File: src/rtl/struct_frame_accum.sv
// struct_frame_accum
//   Consumes a valid/ready stream of 4-bit struct_t words ({hi[1:0], lo[1:0]}) through a
//   2-entry input FIFO, sums the hi and lo fields over frames of FRAME_LEN words with
//   saturation, and presents one registered result per frame on a valid/ready output.
//
// Ports:
//   clk, rst_n            clock (rising edge) and asynchronous active-low reset
//   in_valid/in_ready     input handshake; in_data is the struct_t word
//   out_valid/out_ready   result handshake
//   out_hi_sum/out_lo_sum per-field frame sums (saturating at 2^SUM_W-1)
//   out_sat               a sum saturated during the reported frame
module struct_frame_accum #(
   parameter int unsigned FRAME_LEN = 4,
   parameter int unsigned SUM_W     = 8
) (
   input  logic             clk,
   input  logic             rst_n,
   input  logic             in_valid,
   output logic             in_ready,
   input  logic [3:0]       in_data,
   output logic             out_valid,
   input  logic             out_ready,
   output logic [SUM_W-1:0] out_hi_sum,
   output logic [SUM_W-1:0] out_lo_sum,
   output logic             out_sat
);

   typedef enum logic [0:0] {StAccum, StHold} state_e;

   localparam logic [SUM_W-1:0] SumMax  = '1;
   localparam logic [7:0]       LastCnt = 8'(FRAME_LEN - 1);

   state_e           state_q, state_d;
   logic             resume_q, resume_d;

   logic [3:0]       fifo_mem_q [2];
   logic             wr_ptr_q, rd_ptr_q;
   logic [1:0]       fifo_cnt_q;
   logic             push, pop;
   logic [3:0]       pop_word;

   logic [SUM_W-1:0] hi_acc_q, hi_acc_d;
   logic [SUM_W-1:0] lo_acc_q, lo_acc_d;
   logic             sat_acc_q, sat_acc_d;
   logic [7:0]       cnt_q, cnt_d;

   logic [SUM_W-1:0] out_hi_q, out_hi_d;
   logic [SUM_W-1:0] out_lo_q, out_lo_d;
   logic             out_sat_q, out_sat_d;

   logic [SUM_W:0]   hi_add, lo_add;
   logic [SUM_W-1:0] hi_next, lo_next;
   logic             sat_next, frame_done;

   // in_ready only looks at the registered fill level; a same-cycle pop does not free a slot.
   assign in_ready = rst_n && (fifo_cnt_q != 2'd2);
   assign push     = in_valid && in_ready;
   // The first ACCUM cycle after a result handshake is a resume cycle without a pop.
   assign pop      = (state_q == StAccum) && !resume_q && (fifo_cnt_q != 2'd0);
   assign pop_word = fifo_mem_q[rd_ptr_q];

   // One extra bit catches the carry that signals saturation.
   assign hi_add     = {1'b0, hi_acc_q} + {{(SUM_W-1){1'b0}}, pop_word[3:2]};
   assign lo_add     = {1'b0, lo_acc_q} + {{(SUM_W-1){1'b0}}, pop_word[1:0]};
   assign hi_next    = hi_add[SUM_W] ? SumMax : hi_add[SUM_W-1:0];
   assign lo_next    = lo_add[SUM_W] ? SumMax : lo_add[SUM_W-1:0];
   assign sat_next   = sat_acc_q | hi_add[SUM_W] | lo_add[SUM_W];
   assign frame_done = pop && (cnt_q == LastCnt);

   assign out_valid  = (state_q == StHold);
   assign out_hi_sum = out_hi_q;
   assign out_lo_sum = out_lo_q;
   assign out_sat    = out_sat_q;

   // Input FIFO: two registered entries, no bypass.
   always_ff @(posedge clk or negedge rst_n) begin
      if (!rst_n) begin
         fifo_mem_q[0] <= 4'd0;
         fifo_mem_q[1] <= 4'd0;
         wr_ptr_q      <= 1'b0;
         rd_ptr_q      <= 1'b0;
         fifo_cnt_q    <= 2'd0;
      end else begin
         if (push) begin
            fifo_mem_q[wr_ptr_q] <= in_data;
            wr_ptr_q             <= !wr_ptr_q;
         end
         if (pop) begin
            rd_ptr_q <= !rd_ptr_q;
         end
         if (push && !pop) begin
            fifo_cnt_q <= fifo_cnt_q + 2'd1;
         end else if (!push && pop) begin
            fifo_cnt_q <= fifo_cnt_q - 2'd1;
         end
      end
   end

   always_comb begin
      state_d   = state_q;
      resume_d  = 1'b0;
      hi_acc_d  = hi_acc_q;
      lo_acc_d  = lo_acc_q;
      sat_acc_d = sat_acc_q;
      cnt_d     = cnt_q;
      out_hi_d  = out_hi_q;
      out_lo_d  = out_lo_q;
      out_sat_d = out_sat_q;
      unique case (state_q)
         StAccum: begin
            if (pop) begin
               if (frame_done) begin
                  out_hi_d  = hi_next;
                  out_lo_d  = lo_next;
                  out_sat_d = sat_next;
                  hi_acc_d  = '0;
                  lo_acc_d  = '0;
                  sat_acc_d = 1'b0;
                  cnt_d     = 8'd0;
                  state_d   = StHold;
               end else begin
                  hi_acc_d  = hi_next;
                  lo_acc_d  = lo_next;
                  sat_acc_d = sat_next;
                  cnt_d     = cnt_q + 8'd1;
               end
            end
         end
         StHold: begin
            if (out_ready) begin
               state_d  = StAccum;
               resume_d = 1'b1;
            end
         end
         default: state_d = StAccum;
      endcase
   end

   always_ff @(posedge clk or negedge rst_n) begin
      if (!rst_n) begin
         state_q   <= StAccum;
         resume_q  <= 1'b0;
         hi_acc_q  <= '0;
         lo_acc_q  <= '0;
         sat_acc_q <= 1'b0;
         cnt_q     <= 8'd0;
         out_hi_q  <= '0;
         out_lo_q  <= '0;
         out_sat_q <= 1'b0;
      end else begin
         state_q   <= state_d;
         resume_q  <= resume_d;
         hi_acc_q  <= hi_acc_d;
         lo_acc_q  <= lo_acc_d;
         sat_acc_q <= sat_acc_d;
         cnt_q     <= cnt_d;
         out_hi_q  <= out_hi_d;
         out_lo_q  <= out_lo_d;
         out_sat_q <= out_sat_d;
      end
   end

endmodule

File: config.mk
export PLATFORM = sky130hd
export DESIGN_NAME = struct_frame_accum
export DESIGN_NICKNAME = d
export VERILOG_FILES = /design/src/rtl/struct_frame_accum.sv
export SDC_FILE = /design/constraint.sdc
export NUM_CORES = 1
export LEC_CHECK = 0
export ABC_AREA = 0
export CAP_MARGIN = 20
export CORE_MARGIN = 2
export CORE_UTILIZATION = 61
export CTS_BUF_LIST = sky130_fd_sc_hd__clkbuf_16
export DETAILED_ROUTE_END_ITERATION = 7
export GPL_ROUTABILITY_DRIVEN = 0
export GPL_TIMING_DRIVEN = 0
export PLACE_DENSITY = 0.82
export SLEW_MARGIN = 10
export SYNTH_ARGS = -nofsm -noshare
export SYNTH_HDL_FRONTEND = slang
export SYNTH_SLANG_ARGS = --single-unit
File: constraint.sdc
create_clock -name clk -period 3.9 [get_ports clk]
set_input_delay 0.975 -clock clk [delete_from_list [all_inputs] [get_ports clk]]
set_output_delay 0.975 -clock clk [all_outputs]
set_load 0.01 [all_outputs]
==> flow_metrics.tcl, run 1 <==
set metrics [dict create \
    result_of_the_run "finished clean" \
    post_drt_via_cell_ratio 6.11 \
    io_buffer_count 26 \
    router_iterations_before_antenna_repair 4 \
    num_io_pins 27 \
    crit_path_cell_trace "buf_2 -> buf_12 -> a21boi_0 -> clkdlybuf4s50_1" \
    maxSlewViolCount 0 \
    worstSetupPathType "primary input to output pin" \
    power.total_mw 2.70 \
    tightest_slew_ns 0.589 \
    arrival_ns 2.51 \
    post_cts_hold_buffer_count 0 \
    power.sequential.fraction 0.338 \
    worst_hold_startpoint "cnt_q[7]" \
    flip_flop_and_latch_area_mm2 0.00140 \
    category_of_the_worst_setup_path_capture_point "output pin" \
    vdd_drop_max_uv 599 \
    cts_inserted_buffers 5 \
    die-height_um 72.7 \
    slew-limit-headroom 0.607 \
    netSwitchingFraction 0.404 \
    critical-path-slowest-cell "clkdlybuf4s50_1" \
    min_path_type "flip-flop to flip-flop" \
    netlist_top_cells_count "56 x dfrtp_1, 19 x a31oi_1, 18 x nand2_1" \
    die_width_um 72.7 \
    synth-seq-area-share 0.487 \
    r2r-start "rd_ptr_q" \
    antenna_left 0 \
    hold-path-cell-count 1 \
    post_route_cells_drive_above_1_share 0.115 \
    critical_path.reg2reg.endpoint "hi_acc_q[1]" \
    p_int_mw 1.61 \
    finalWirelength_mm 5.97 \
    num_vias 2238 \
    layout.nets 330 \
    antenna_found_initial 0 \
    timing.critical_path.max_delay_family "buffers and inverters" \
    cellLeakagePower_nw 1.47 \
    cts_tree "built" \
    clk-insertion-delay-late_ns 0.29 \
    syn_nets 296 \
    drc_errors 0 \
    rsz0062_at_grt "no" \
    period_minus_slack_ns 3.49 \
    power-per-cell-area_mw_per_mm2 806 \
    report.final.setup_viol 0 \
    number_of_register_bits_inferred_by_synthesis 56 \
    place.detailed.hpwl_mm 4.22 \
    cts-root-buf "clkbuf_16" \
    clockBufferDepth 2 \
    path_max_fanout 33 \
    yosys_most_used_dff "dfrtp_1" \
    diodes 0 \
    top_post_synthesis_cells_by_area "dfrtp_1 49%, mux2_2 5.1%, a31oi_1 4.1%, xnor2_1 2.7%, a21oi_1 2.6%" \
    synth_top_cell_by_area "dfrtp_1" \
    crit_path_start_kind "primary input" \
    syn-cell-area_mm2 0.00288 \
    wl_per_cell_um 16.3 \
    first_global_vias 2084 \
    clk_pin_slew_ns 0.06 \
    initial_core_util 0.648 \
    ys_types 51 \
    clock_sink_total 56 \
    ff2ff_path_depth 10 \
    buffers_inserted_during_post_cts_setup_optimization 0 \
    synth.most_common_cell "dfrtp_1" \
    grt_overflow 0 \
    htree_num_levels 2 \
    timing.critical_path.buf_inv 3 \
    finalHoldWorstSlack_ns 0.475 \
    core_region_area_mm2 0.00444 \
    max_freq_mhz 287 \
    p_clk_frac 0.155 \
    avgSynthCellArea_um2 10.3 \
    yosys.area.top_type_share 0.487 \
    globalRouteTotalUtil 0.243 \
    hold_path_end "cnt_q[7]" \
    place_area_mm2 0.00322 \
    post-route-period-util 0.894 \
    drt_iter0_markers 184 \
    cp_data_required_time_ns 2.92 \
    die_area_mm2 0.00529 \
    crit_path_max_incr_delay_ns 0.56 \
    yosysWarningCount 0 \
    power.combinational.fraction 0.507 \
    finalHoldViolCount 0 \
    r2r_slack_ns 1.12 \
    cell_rows 24 \
    area_growth_syn_to_layout_pct 16.5 \
    async_reset_ff_frac 1.00 \
    pin_count_of_the_biggest_net_entering_global_routing 34 \
    synthesis.instances 280 \
    grt_first_pass_wirelength_mm 9.85 \
    synth_edf_count 0 \
    post-route-cell-area_mm2 0.00335 \
    drv.max_cap_violation_count 0 \
    multi_input_comb_area_mm2 0.00132 \
    post_cts_resized 0 \
    filler_cell_count 315 \
    final_util 0.755 \
    switching_power_mw 1.09 \
    skew_ns 0.00651 \
]
[worst reg2reg max path: stages, from the launching register on]
cell and delay (ns):
dfrtp_1 0.32, clkbuf_1 0.32, mux2_2 0.23, ha_1 0.17, inv_1 0.06, fa_1 0.44, nand4b_1 0.27, or2_2 0.31
clkbuf_1 0.19, a221oi_1 0.31, a21o_1 0.12
[power groups by stage]
| stage | clock network (mW) | registers (mW) | logic (mW) |
|---|---|---|---|
| after CTS | 0.427 | 0.915 | 1.37 |
| final | 0.419 | 0.914 | 1.37 |
| after global routing | 0.453 | 0.940 | 1.50 |
| after floorplan | 0 | 0.927 | 0.919 |
| after detailed placement | 0 | 0.924 | 1.35 |
| after global placement | 0 | 0.914 | 1.31 |
[logic make-up (layout without fill, tap and decap cells)]
kind of cell / after synthesis / after routing / synth area share
muxes: 21 / 21 / 0.0795
DFF: 56 / 56 / 0.487
buffers and inverters: 36 / 70 / 0.0543
adders and majority gates: 8 / 8 / 0.0400
xor gates and xnor gates: 13 / 13 / 0.0395
AOI/OAI and AO/OA: 68 / 68 / 0.156
and+or+nand+nor: 78 / 78 / 0.144
[per-layer routing]
layer | wire length [um] | share of wire | track usage | vias up
li1 | - | - | - | 1075
met1 | 2720 | 0.46 | 0.338 | 1086
met2 | 2820 | 0.47 | 0.388 | 71
met3 | 357 | 0.060 | 0.0511 | 6
met4 | 62 | 0.010 | 0.0679 | 0
met5 | 0 | 0 | 0 | -
[worst max path at each step]
| stage | startpoint | to | slack [ns] | depth (start not counted) |
|---|---|---|---|---|
| after CTS | rst_n | in_ready | 0.33 | 4 |
| after detailed placement | rst_n | in_ready | 0.33 | 4 |
| after floorplan | rd_ptr_q | hi_acc_q[1] | 1.50 | 10 |
| after global routing | rst_n | in_ready | 0.25 | 4 |
| final | rst_n | in_ready | 0.41 | 4 |
| after global placement | rst_n | in_ready | -1.19 | 3 |
[state kept, by name, indices dropped and copies added, names as in the netlist]
name and cells:
fifo_mem_q 8, out_sat 1, resume_q 1, sat_acc_q 1, rd_ptr_q 1, lo_acc_q 8, wr_ptr_q 1, cnt_q 8
hi_acc_q 8, out_hi_sum 8, out_valid 1, fifo_cnt_q 2, out_lo_sum 8
[metrics by stage]
step,setup TNS [ns],setup slack [ns],std cells
global placement,-5.32,-1.19,358
floorplan,0,1.50,280
finish,0,0.414,366
CTS,0,0.333,366
global route,0,0.246,366
detailed placement,0,0.333,359
[area by class of cell]
| cell class | count | area share |
|---|---|---|
| Clock buffer | 5 | 0.0373 |
| Timing Repair Buffer | 27 | 0.0821 |
| Clock inverter | 2 | 0.00261 |
| Inverter | 16 | 0.0179 |
| Multi-Input combinational cell | 188 | 0.394 |
| Tap cell | 52 | 0.0194 |
| Sequential cell | 56 | 0.418 |
| Buffer | 20 | 0.0287 |
[cells in the final DEF (no fill, tap or decap), types with 2 or more instances in the layout]
cell type	instances
a211oi_1	2
a21o_1	6
a21oi_1	15
a221oi_1	2
a31oi_1	19
a32oi_1	2
a41oi_1	2
and2_1	4
and3_1	6
buf_2	9
clkbuf_1	9
clkbuf_16	5
clkdlybuf4s50_1	25
dfrtp_1	56
fa_1	2
ha_1	6
inv_1	15
inv_2	2
mux2_1	2
mux2_2	13
mux2i_1	6
nand2_1	18
nand3_1	8
nand4_1	4
nand4b_1	3
nor2_1	15
nor2b_1	3
nor3_1	4
o21ai_0	9
o22a_1	2
o31ai_1	2
or3_1	4
xnor2_1	9
xor2_1	4
No activity file was read; power rests on OpenSTA's default activity.
==> inputs of run 2 (changes only) <==
Settings changed: CORE_MARGIN 2 to not set, CTS_CLUSTER_DIAMETER set to 120.
==> run 2 against run 1 <==
Sequential share of layout area rose by 0.11 points. Combinational power rose by 3%. The run now ends with DRC left. Sequential power barely moved. Flip-flop and latch count did not move. Utilization fell by 0.20 points. Register-to-register slack barely moved. Routed wire length rose by 7.7%. Setup slack improved by 0.25 ns. Die area fell by 5.4%. Clock power fell by 3%. Clock skew fell by 0.00074 ns. Largest cell class unchanged. Fmax rose by 7.9%.
==> flow_metrics.tcl, run 2 (synthesis results as in run 1) <==
set metrics [dict create \
    finalHoldViolCount 0 \
    cts-root-buf "clkbuf_16" \
    diodes 0 \
    power-per-cell-area_mw_per_mm2 816 \
    clk_pin_slew_ns 0.06 \
    min_path_type "flip-flop to flip-flop" \
    switching_power_mw 1.12 \
    cell_rows 24 \
    power.sequential.fraction 0.336 \
    first_global_vias 2279 \
    io_buffer_count 26 \
    num_vias 2302 \
    drt_iter0_markers 217 \
    final_util 0.753 \
    antenna_left 0 \
    skew_ns 0.00577 \
    area_growth_syn_to_layout_pct 16.2 \
    power.combinational.fraction 0.515 \
    category_of_the_worst_setup_path_capture_point "output pin" \
    maxSlewViolCount 0 \
    worst_hold_startpoint "cnt_q[7]" \
    post_drt_via_cell_ratio 6.32 \
    buffers_inserted_during_post_cts_setup_optimization 0 \
    p_clk_frac 0.149 \
    place.detailed.hpwl_mm 4.57 \
    finalHoldWorstSlack_ns 0.478 \
    drv.max_cap_violation_count 0 \
    globalRouteTotalUtil 0.275 \
    failed_checks "DRC" \
    router_iterations_before_antenna_repair 6 \
    tightest_slew_ns 0.608 \
    routedLengthMet1_mm 2.79 \
    worstSetupPathType "primary input to output pin" \
    cts_tree "built" \
    mostFrequentLayoutCells "56 x dfrtp_1, 25 x clkdlybuf4s50_1, 19 x a31oi_1, 18 x nand2_1" \
    finalWirelength_mm 6.43 \
    post-route-period-util 0.828 \
    drc_errors 6 \
    crit_path_start_kind "primary input" \
    cellLeakagePower_nw 1.46 \
    antenna_found_initial 0 \
    post_route_cells_drive_above_1_share 0.112 \
    post-route-cell-area_mm2 0.00334 \
    grt_overflow 0 \
    result_of_the_run "finished with violations" \
    period_minus_slack_ns 3.23 \
    pin_count_of_the_biggest_net_entering_global_routing 35 \
    max_freq_mhz 309 \
    place_area_mm2 0.00322 \
    initial_core_util 0.648 \
    slew-limit-headroom 0.595 \
    route.top_layer_used "met4" \
    num_io_pins 27 \
    mostFrequentLayoutCell "dfrtp_1" \
    grt_first_pass_wirelength_mm 10.7 \
    rsz0062_at_grt "no" \
    critical_path.startpoint "rst_n" \
    wl_per_cell_um 17.7 \
    clockBufferDepth 2 \
    detailroute.wirelength.met3_um 364 \
    path_max_fanout 25 \
    core_region_area_mm2 0.00444 \
    detailroute.wirelength.met2_mm 3.16 \
    post_cts_resized 0 \
    layout.nets 330 \
    arrival_ns 2.26 \
    die_area_mm2 0.00500 \
    netSwitchingFraction 0.410 \
    cp_data_required_time_ns 2.92 \
    die_width_um 70.7 \
    clock_sink_total 56 \
    post_cts_hold_buffer_count 0 \
    vdd_drop_max_uv 502 \
    r2r-start "rd_ptr_q" \
    p_int_mw 1.61 \
    htree_num_levels 2 \
    clk-insertion-delay-late_ns 0.29 \
    cts_inserted_buffers 5 \
    die-height_um 70.7 \
    report.final.setup_viol 0 \
]
## run 2: path summary, 6_finish.rpt
check                                end  slack, ns  cells after the start
min in group asynchronous      out_valid       0.68                      1
hold / removal                  cnt_q[7]       0.48                      1
setup reg to reg             hi_acc_q[1]       1.11                     10
max in group asynchronous  out_lo_sum[1]       2.66                      2
setup / recovery                in_ready       0.67                      3
hold reg to reg                 cnt_q[7]       0.48                      1
## run 2: critical path, cell delays in order
cell and delay, ns:
buf_2 0.44, a21boi_0 0.26, clkdlybuf4s50_1 0.56
## run 2: per-layer routing
layer  vias up  global-route usage
li1       1082                   -
met1      1130               0.369
met2        76               0.440
met3        14              0.0570
met4         0               0.118
met5         -                   0
## run 2: per-stage QoR
step                TNS (ns)  setup WS (ns)  total power [mW]  instances
CTS                        0          0.647              2.73        364
detailed placement         0          0.654              2.31        359
global route               0          0.581              2.91        364
finish                     0          0.669              2.73        364
global placement       -5.52          -1.20              2.23        358
floorplan                  0           1.50              1.85        280
## run 2: power by group through the flow
stage / clock [mW] / sequential [mW] / combinational, mW
after global placement: 0 / 0.914 / 1.32
after detailed placement: 0 / 0.923 / 1.38
after floorplan: 0 / 0.927 / 0.919
after global routing: 0.435 / 0.939 / 1.53
after CTS: 0.417 / 0.914 / 1.40
final: 0.407 / 0.916 / 1.41
## run 2: area by class of cell
| cell class | instances | area [um2] |
|---|---|---|
| Sequential cell | 56 | 1400 |
| Tap cell | 52 | 65.1 |
| Buffer | 20 | 96.3 |
| Inverter | 16 | 60.1 |
| Fill cell | 321 | 1100 |
| Timing Repair Buffer | 27 | 275 |
| Clock buffer | 5 | 125 |
| Multi-Input combinational cell | 188 | 1320 |
==> inputs of run 3 (changes only) <==
Settings changed: CORE_UTILIZATION 61 to 51, PLACE_DENSITY 0.82 to 0.73.
Clock period 3.9 ns to 2.9 ns, I/O delays scaled along.
==> run 3 against run 2 <==
The flow now finishes without violations. Setup slack got worse by 0.43 ns. Non-clock buffer count shrank 2. Total power is 36% higher. Final cell count grew 5.2%. Flip-flop and latch count stayed put. Critical path type unchanged.
==> flow_metrics.tcl, run 3 (synthesis results as in run 1) <==
set metrics [dict create \
    antenna_found_initial 0 \
    maxSlewViolCount 0 \
    switching_power_mw 1.52 \
    worstSetupPathType "primary input to output pin" \
    skew_ns 0.00760 \
    grt_overflow 0 \
    period_minus_slack_ns 2.66 \
    htree_num_levels 2 \
    setup_tns_ns 0 \
    finalHoldWorstSlack_ns 0.381 \
    path_max_fanout 58 \
    post_cts_hold_buffer_count 0 \
    drv.max_cap_violation_count 0 \
    post_cts_resized 0 \
    report.final.setup_viol 0 \
    pin_count_of_the_biggest_net_entering_global_routing 59 \
    post-route-period-util 0.918 \
    drc_errors 0 \
    mostFrequentLayoutCells "56 x dfrtp_1, 25 x clkdlybuf4s50_1, 19 x a31oi_1, 18 x nand2_1" \
    mostFrequentLayoutCell "dfrtp_1" \
    cellLeakagePower_nw 1.47 \
    cts_tree "built" \
    p_clk_frac 0.164 \
    die-height_um 77.1 \
    clk_pin_slew_ns 0.07 \
    clock_sink_total 56 \
    antenna_left 0 \
    clockBufferDepth 2 \
    clk-insertion-delay-late_ns 0.29 \
    layout.nets 328 \
    dp.cells 376 \
    grt_first_pass_wirelength_mm 10.6 \
    category_of_the_worst_setup_path_capture_point "output pin" \
    result_of_the_run "finished clean" \
    power.combinational.fraction 0.499 \
    arrival_ns 1.94 \
    globalRouteTotalUtil 0.228 \
    power-per-cell-area_mw_per_mm2 1100 \
    cts-root-buf "clkbuf_16" \
    crit_path_start_kind "primary input" \
    power.sequential.fraction 0.337 \
    core_region_area_mm2 0.00527 \
    buffers_inserted_during_post_cts_setup_optimization 0 \
    io_buffer_count 26 \
    post_drt_via_cell_ratio 5.85 \
    area_growth_syn_to_layout_pct 17.1 \
    vdd_drop_max_uv 581 \
    die_width_um 77.1 \
    slew-limit-headroom 0.611 \
    final_cell_count_no_fill 383 \
    initial_core_util 0.546 \
    diodes 0 \
    drt_iter0_markers 183 \
    cts_inserted_buffers 5 \
    cp_data_required_time_ns 2.17 \
    p_int_mw 2.18 \
    first_global_vias 2127 \
    num_vias 2240 \
    wl_per_cell_um 16.4 \
    finalHoldViolCount 0 \
    cell_rows 26 \
    rsz0062_at_grt "no" \
    max_freq_mhz 376 \
    min_path_type "primary input to async pin" \
    finalWirelength_mm 6.27 \
    router_iterations_before_antenna_repair 4 \
    r2r_slack_ns 0.27 \
    tightest_slew_ns 0.584 \
    netSwitchingFraction 0.411 \
    num_io_pins 27 \
    post_route_cells_drive_above_1_share 0.118 \
    die_area_mm2 0.00595 \
    place.detailed.hpwl_mm 4.27 \
]
==> run 3: cell count changes in the layout (fill, tap and decap cells not counted) <==
cell / before / now
clkinv_4: 0 / 1
clkbuf_1: 9 / 8
buf_12: 1 / 0
buf_2: 9 / 8
buf_6: 1 / 2
clkinv_2: 0 / 1
inv_6: 0 / 1
==> run 3: worst paths after layout <==
check | depth (start not counted) | endpoint | start
max reg2reg | 9 | hi_acc_q[1] | rd_ptr_q
max | 3 | in_ready | rst_n
min reg2reg | 1 | cnt_q[7] | cnt_q[7]
min in group clk | 1 | cnt_q[7] | cnt_q[7]
min | 1 | cnt_q[4] | rst_n
max in group asynchronous | 1 | out_lo_sum[2] | rst_n
==> run 3: cell type report <==
cell class	instances	area (um2)
Sequential cell	56	1400
Inverter	16	60.1
Tap cell	70	87.6
Clock buffer	5	125
Clock inverter	3	22.5
Multi-Input combinational cell	188	1320
Timing Repair Buffer	26	262
Buffer	19	92.6
Fill cell	429	1900
==> run 3: critical path, stage by stage <==
cell	delay, ns
buf_6	0.40
a21boi_0	0.23
clkdlybuf4s50_1	0.56
==> run 3: per-layer routing <==
metal,global-route usage,wire length [um]
met1,0.324,2980
met2,0.361,2860
met3,0.0381,368
met4,0.0604,55
met5,0,0
==> run 3: power by group through the flow <==
| stage | Combinational [mW] | Sequential (mW) | Clock (mW) |
|---|---|---|---|
| after floorplan | 1.24 | 1.25 | 0 |
| after global placement | 1.80 | 1.23 | 0 |
| after detailed placement | 1.85 | 1.25 | 0 |
| after CTS | 1.86 | 1.23 | 0.621 |
| after global routing | 2.04 | 1.29 | 0.653 |
| final | 1.85 | 1.25 | 0.608 |
==> run 3: through the flow <==
stage / area [um2] / power, mW / utilization / setup WS [ns]
after floorplan: 2880 / 2.48 / - / 0.500
after global placement: 3230 / 3.03 / 0.612 / -1.74
after detailed placement: 3220 / 3.09 / 0.612 / 0.0108
after CTS: 3370 / 3.71 / 0.640 / 0.0162
after global routing: 3370 / 3.98 / 0.640 / 0.0999
final: 3370 / 3.70 / 0.640 / 0.237
